[config.mk]
export PLATFORM = sky130hd
export DESIGN_NAME = mmio_ctrl
export DESIGN_NICKNAME = d
export VERILOG_FILES = /design/src/rtl/mmio_ctrl.sv
export SDC_FILE = /design/constraint.sdc
export NUM_CORES = 1
export LEC_CHECK = 0
export CAP_MARGIN = 10
export CORE_UTILIZATION = 40
export DETAILED_ROUTE_END_ITERATION = 10
export GPL_TIMING_DRIVEN = 0
export PLACE_DENSITY = 0.63
export SYNTH_ARGS = -nofsm -noshare
export SYNTH_HDL_FRONTEND = slang
export SYNTH_HIERARCHICAL = 1
export SYNTH_SLANG_ARGS = --single-unit
export TNS_END_PERCENT = 5
[constraint.sdc]
create_clock -name clk -period 3 [get_ports clk]
set_input_delay 0.45 -clock clk [delete_from_list [all_inputs] [get_ports clk]]
set_output_delay 0.45 -clock clk [all_outputs]
set_load 0.1 [all_outputs]
[src/rtl/mmio_ctrl.sv]
// Memory-mapped IO block for the MEM stage.
// It holds debounced switch/button inputs, the LED and seven-segment registers,
// a scanned eight-digit display, and a button-wait handshake that stalls the pipeline.

// Per-signal-group input conditioner: 2-flop synchronizer followed by a debouncer.
// The output changes only after the synchronized value has differed from it for
// DEB_CYCLES consecutive cycles with no intermediate change.
module mmio_debounce #(
    parameter int W          = 1,
    parameter int DEB_CYCLES = 1000000
) (
    input  logic         clk,
    input  logic         rst,
    input  logic [W-1:0] din,
    output logic [W-1:0] dout
);
    localparam int CW = $clog2(DEB_CYCLES + 1);

    logic [W-1:0]  s1, s2, last;
    logic [CW-1:0] cnt;

    // Synchronize, then count consecutive stable cycles of a value that differs from dout
    always_ff @(posedge clk or negedge rst) begin
        if (!rst) begin
            s1   <= '0;
            s2   <= '0;
            last <= '0;
            cnt  <= '0;
            dout <= '0;
        end else begin
            s1   <= din;
            s2   <= s1;
            last <= s2;
            if (s2 == dout) begin
                cnt <= '0;
            end else if (s2 != last) begin
                // first cycle of a new candidate value
                cnt <= CW'(1);
            end else if (cnt >= CW'(DEB_CYCLES - 1)) begin
                dout <= s2;
                cnt  <= '0;
            end else begin
                cnt <= cnt + CW'(1);
            end
        end
    end
endmodule

module mmio_ctrl #(
    parameter int DEB_CYCLES  = 1000000,
    parameter int SCAN_CYCLES = 100000
) (
    input  logic        clk,
    input  logic        rst,
    input  logic [31:0] addr,
    input  logic [31:0] wdata,
    input  logic        mem_read,
    input  logic        mem_write,
    output logic        io_sel,
    output logic [31:0] rdata,
    output logic        io_stall,
    input  logic [15:0] sw,
    input  logic        btn,
    output logic [15:0] led,
    output logic [7:0]  seg_an,
    output logic [7:0]  seg_out
);
    localparam int SC = $clog2(SCAN_CYCLES + 1);

    typedef enum logic [1:0] {IDLE, WAIT_REL, WAIT_PRESS, DONE} btn_state_t;

    btn_state_t    state, state_nx;
    logic [15:0]   sw_deb;
    logic          btn_deb;
    logic [31:0]   seg_reg;
    logic [SC-1:0] scan_cnt;
    logic [2:0]    idx;
    logic [3:0]    nib;
    logic          btn_rd, wr_led, wr_seg, done;
    logic          unused_addr;

    // Byte offset bits carry no meaning in a word-mapped window
    assign unused_addr = &{1'b0, addr[1:0]};

    assign io_sel = &addr[31:10];
    assign btn_rd = mem_read  && io_sel && (addr[9:2] == 8'h01);
    assign wr_led = mem_write && io_sel && (addr[9:2] == 8'h04);
    assign wr_seg = mem_write && io_sel && (addr[9:2] == 8'h08);

    mmio_debounce #(.W(16), .DEB_CYCLES(DEB_CYCLES)) u_sw_deb (
        .clk(clk), .rst(rst), .din(sw), .dout(sw_deb)
    );
    mmio_debounce #(.W(1), .DEB_CYCLES(DEB_CYCLES)) u_btn_deb (
        .clk(clk), .rst(rst), .din(btn), .dout(btn_deb)
    );

    // LED and SEG registers load on a store to their address
    always_ff @(posedge clk or negedge rst) begin
        if (!rst) begin
            led     <= '0;
            seg_reg <= '0;
        end else begin
            if (wr_led) led     <= wdata[15:0];
            if (wr_seg) seg_reg <= wdata;
        end
    end

    // Button-wait state register
    always_ff @(posedge clk or negedge rst) begin
        if (!rst) state <= IDLE;
        else      state <= state_nx;
    end

    // Button-wait transitions; losing the read (flush) abandons the wait.
    // WAIT_PRESS is only ever entered with btn_deb low, so btn_deb high there is a 0->1 edge.
    always_comb begin
        state_nx = state;
        case (state)
            IDLE:       if (btn_rd) state_nx = btn_deb ? WAIT_REL : WAIT_PRESS;
            WAIT_REL:   if (!btn_rd) state_nx = IDLE;
                        else if (!btn_deb) state_nx = WAIT_PRESS;
            WAIT_PRESS: if (!btn_rd) state_nx = IDLE;
                        else if (btn_deb) state_nx = DONE;
            DONE:       state_nx = IDLE;
            default:    state_nx = IDLE;
        endcase
    end

    // Stall while a button-wait read is outstanding; release in DONE so the load retires
    always_comb begin
        io_stall = 1'b0;
        done     = 1'b0;
        case (state)
            IDLE, WAIT_REL, WAIT_PRESS: io_stall = btn_rd;
            DONE:                       done     = 1'b1;
            default:                    io_stall = 1'b0;
        endcase
    end

    // IO read mux; unmapped and out-of-window reads return zero
    always_comb begin
        rdata = '0;
        if (io_sel) begin
            case (addr[9:2])
                8'h00:   rdata = {16'b0, sw_deb};
                8'h01:   rdata = {31'b0, done};
                default: rdata = '0;
            endcase
        end
    end

    // Digit scan: slot timer and digit index, free-running across SEG updates
    always_ff @(posedge clk or negedge rst) begin
        if (!rst) begin
            scan_cnt <= '0;
            idx      <= '0;
        end else if (scan_cnt >= SC'(SCAN_CYCLES - 1)) begin
            scan_cnt <= '0;
            idx      <= idx + 3'd1;
        end else begin
            scan_cnt <= scan_cnt + SC'(1);
        end
    end

    assign seg_an = ~(8'b1 << idx);
    assign nib    = seg_reg[{idx, 2'b00} +: 4];

    // Active-low hex decode, {dp,g..a}, dp held off
    always_comb begin
        seg_out = 8'hFF;
        case (nib)
            4'h0: seg_out = 8'hC0;
            4'h1: seg_out = 8'hF9;
            4'h2: seg_out = 8'hA4;
            4'h3: seg_out = 8'hB0;
            4'h4: seg_out = 8'h99;
            4'h5: seg_out = 8'h92;
            4'h6: seg_out = 8'h82;
            4'h7: seg_out = 8'hF8;
            4'h8: seg_out = 8'h80;
            4'h9: seg_out = 8'h90;
            4'hA: seg_out = 8'h88;
            4'hB: seg_out = 8'h83;
            4'hC: seg_out = 8'hC6;
            4'hD: seg_out = 8'hA1;
            4'hE: seg_out = 8'h86;
            4'hF: seg_out = 8'h8E;
            default: seg_out = 8'hFF;
        endcase
    end
endmodule

==> summary.txt <==
Clock tree
  – Clock Tree Buf Depth: 2
  – Clock Root Buffer: clkbuf_16
  – TritonCTS clock tree: done
  – CTS buffer count: 17
  – CTS H-tree depth: 4
  – Clock-pin slew on the worst setup and hold paths: 0.07 ns
  – Sink Count: 178
  – Clock Latency Late Sink: 0.43 ns

Timing
  – # setup viols final: 7
  – PnR worst setup slack: -0.151 ns
  – Final min period: 3.15 ns
  – Slew Viols, Final: 0
  – Hold Vio Cnt, Final: 6
  – Clock Skew: 0.00973 ns
  – Slew of the pin with the lowest slew margin: 0.994 ns
  – Min Hold Slack: -0.0206 ns
  – F_max: 317 MHz
  – Period utilisation layout: 105%
  – Relative slew margins: 33.5%
  – RSZ-0062 raised after global routing: true

Global routing
  – GRT Util Overall: 16.5%
  – First-pass GRT wire length: 28.3 mm
  – Pin count of the biggest net entering global routing: 96
  – Total congestion overflow: 0
  – Vias in the first global route: 5,517
  – Initial antenna violation count: 0

Run status
  – Outcome: finished with violations
  – Violations in the final reports: negative hold slack, negative setup slack

Logic synthesis
  – Post-synthesis average cell area: 12.4 um^2
  – Synth async-reset ratio: 100%
  – Number of synthesized flops with an enable pin: 0
  – Top-area cell type share of the netlist area: 52.5%
  – Largest area contributor in the netlist: dfrtp_1
  – Post-Syn Area: 8480 um^2
  – Dominant synthesized flop cell: dfrtp_1
  – Dominant cells by area after synthesis: dfrtp_1 53%, mux2_4 7.8%, xnor2_1 4.0%
  – #FFs+latches synth: 178
  – Synth Warn #: 6
  – Sequential share of the synthesized area: 52.5%
  – Mapped Cells: 683
  – Yosys cell types: 62

Placement
  – Dpl hpwl: 11.9 mm
  – PortBufs: 131
  – Post-Place Setup Slack: -1.22 ns
  – DP Area: 10,300 um^2
  – Final Wtd Congestion: 0.750

Finish
  – Cell area after layout: 11,100 um^2
  – Most common cell after layout, fill and taps aside: dfrtp_1
  – Max FFs per register: 32
  – Final Util: 54.4%
  – Fin nets: 955
  – Commonest non-fill, non-tap cells in the layout: 177 x dfrtp_1, 99 x clkdlybuf4s50_1, 62 x nor2_1
  – Area delta synth->final: 31.4%
  – Layout cells sized above 1: 24.2%
  – Ant. Diodes: 0

Detailed routing
  – First-pass detailed-route iteration total: 4
  – Vias: 5,586
  – Mean routed wirelength per cell: 15.3 um
  – Routed Wire Length: 17.4 mm
  – DRT iter0 DRCs: 283
  – Avg Vias per Cell: 4.91
  – Antenna viol nets, final: 0
  – # DRC: 0

Critical path
  – Startpoint types: flip-flop
  – CP arrival: 2.70 ns
  – Crit path max fanout: 5
  – Worst EP required: 2.55 ns
  – Crit. End Element: primary output
  – Reg-to-Reg Start: u_sw_deb/cnt[0]
  – Worst Setup SP: idx[0]
  – Worst reg2reg path depth: 7
  – Reg-to-Reg End: u_sw_deb/dout[6]
  – Setup CP Type: flip-flop to primary output
  – Flop-to-flop setup slack: 0.50 ns

Die
  – Core area: 20,500 um^2
  – Die Ht: 148 um
  – # IOs: 151
  – Die Area: 21,800 um^2
  – Initial Utilization: 41.4%
  – Rows: 52
  – DIE WIDTH: 148 um

Hold path
  – Worst min path class: input pin to async pin

Pwr
  – Clock power share: 45.4%
  – Max IR drop VDD: 455 uV
  – Static leakage: 4.98 nW
  – Sequential share of power: 48.1%
  – Overall Power: 5.12 mW
  – P per Cell Area: 460 nW/um^2
  – Combinational share of power: 6.5%
  – Sw Share: 23.1%
  – Internal power: 3.94 mW
  – P_sw: 1.19 mW

Job
  – Maxcap violations: 0
==> per-layer routing <==
metal  vias to the layer above  wire, um  global-route usage [%]
li1                       2711         -                       -
met5                         -         0                       0
met3                        12       752                    3.55
met1                      2738      8560                    23.9
met4                         0       144                    3.87
met2                       125      7970                    25.2
==> area by class of cell <==
cell class                      instances  area [um^2]
Fill cell                            1763         9350
Timing Repair Buffer                  138         1480
Inverter                               21         78.8
Sequential cell                       178         4460
Multi-Input combinational cell        464         3900
Clock inverter                         12          169
Tap cell                              270          338
Buffer                                 35          278
Clock buffer                           20          447
==> cell usage after synthesis (9+ instances only) <==
cell     instances
nor2_1          63
xnor2_1         39
mux2_2          24
ha_1            15
nand2_1         26
mux2_4          44
a21oi_1          9
and2_1          16
xor2_1          38
nor4_1          12
o21ai_0          9
nand3_1         29
inv_1           20
nand4_1         28
buf_4           18
dfrtp_1        178
==> worst max-delay path by stage <==
stage	end	slack [ns]	cells past startpoint
after global placement	u_sw_deb/s1[12]	-6.05	1
after global routing	seg_out[0]	-0.24	8
after detailed placement	seg_out[4]	-1.22	8
after floorplan	seg_out[2]	-0.24	6
final	seg_out[4]	-0.15	8
after CTS	seg_out[1]	-0.18	8
==> cell families after synthesis <==
group                    after synthesis  synth area share [%]
adder cells (fa/ha/maj)               15                  2.21
XOR/XNOR                              77                  7.95
AND/OR/NAND/NOR                      223                  14.7
buffers and inverters                 56                  3.90
flip-flops                           178                  52.5
other                                  2                0.0886
multiplexers                          86                  14.4
AO/OA/AOI/OAI                         46                  4.21
==> power groups by stage <==
stage / combinational (mW) / clock (mW) / sequential (mW)
after global placement: 0.333 / 0 / 2.51
after CTS: 0.340 / 2.38 / 2.46
final: 0.334 / 2.33 / 2.46
after floorplan: 0.160 / 0 / 2.50
after global routing: 0.360 / 2.49 / 2.47
after detailed placement: 0.338 / 0 / 2.51
==> per-stage QoR <==
step                      setup TNS (ns)  instances
after global placement          -1098.40       1099
after CTS                         -0.945       1137
after global routing               -1.42       1138
after floorplan                   -0.674        698
final                             -0.654       1138
after detailed placement          -24.37       1100
==> timing repair <==
action | 4_1_cts | 5_1_grt
setup endpoints to repair | 31 | 24
gates cloned | 0 | 1
resized for setup | 187 | 29
hold buffers | 0 | 0
setup buffers | 5 | 0
pin swaps | 0 | 7
==> worst max-delay path, stage by stage (launching register included) <==
cell and delay (ns):
dfrtp_2 0.44, buf_12 0.15, mux4_2 0.54, mux2i_4 0.24, inv_2 0.10, ha_4 0.16
mux2_4 0.28, o21ai_4 0.18, buf_12 0.19
No activity file was read; power rests on OpenSTA's default activity.
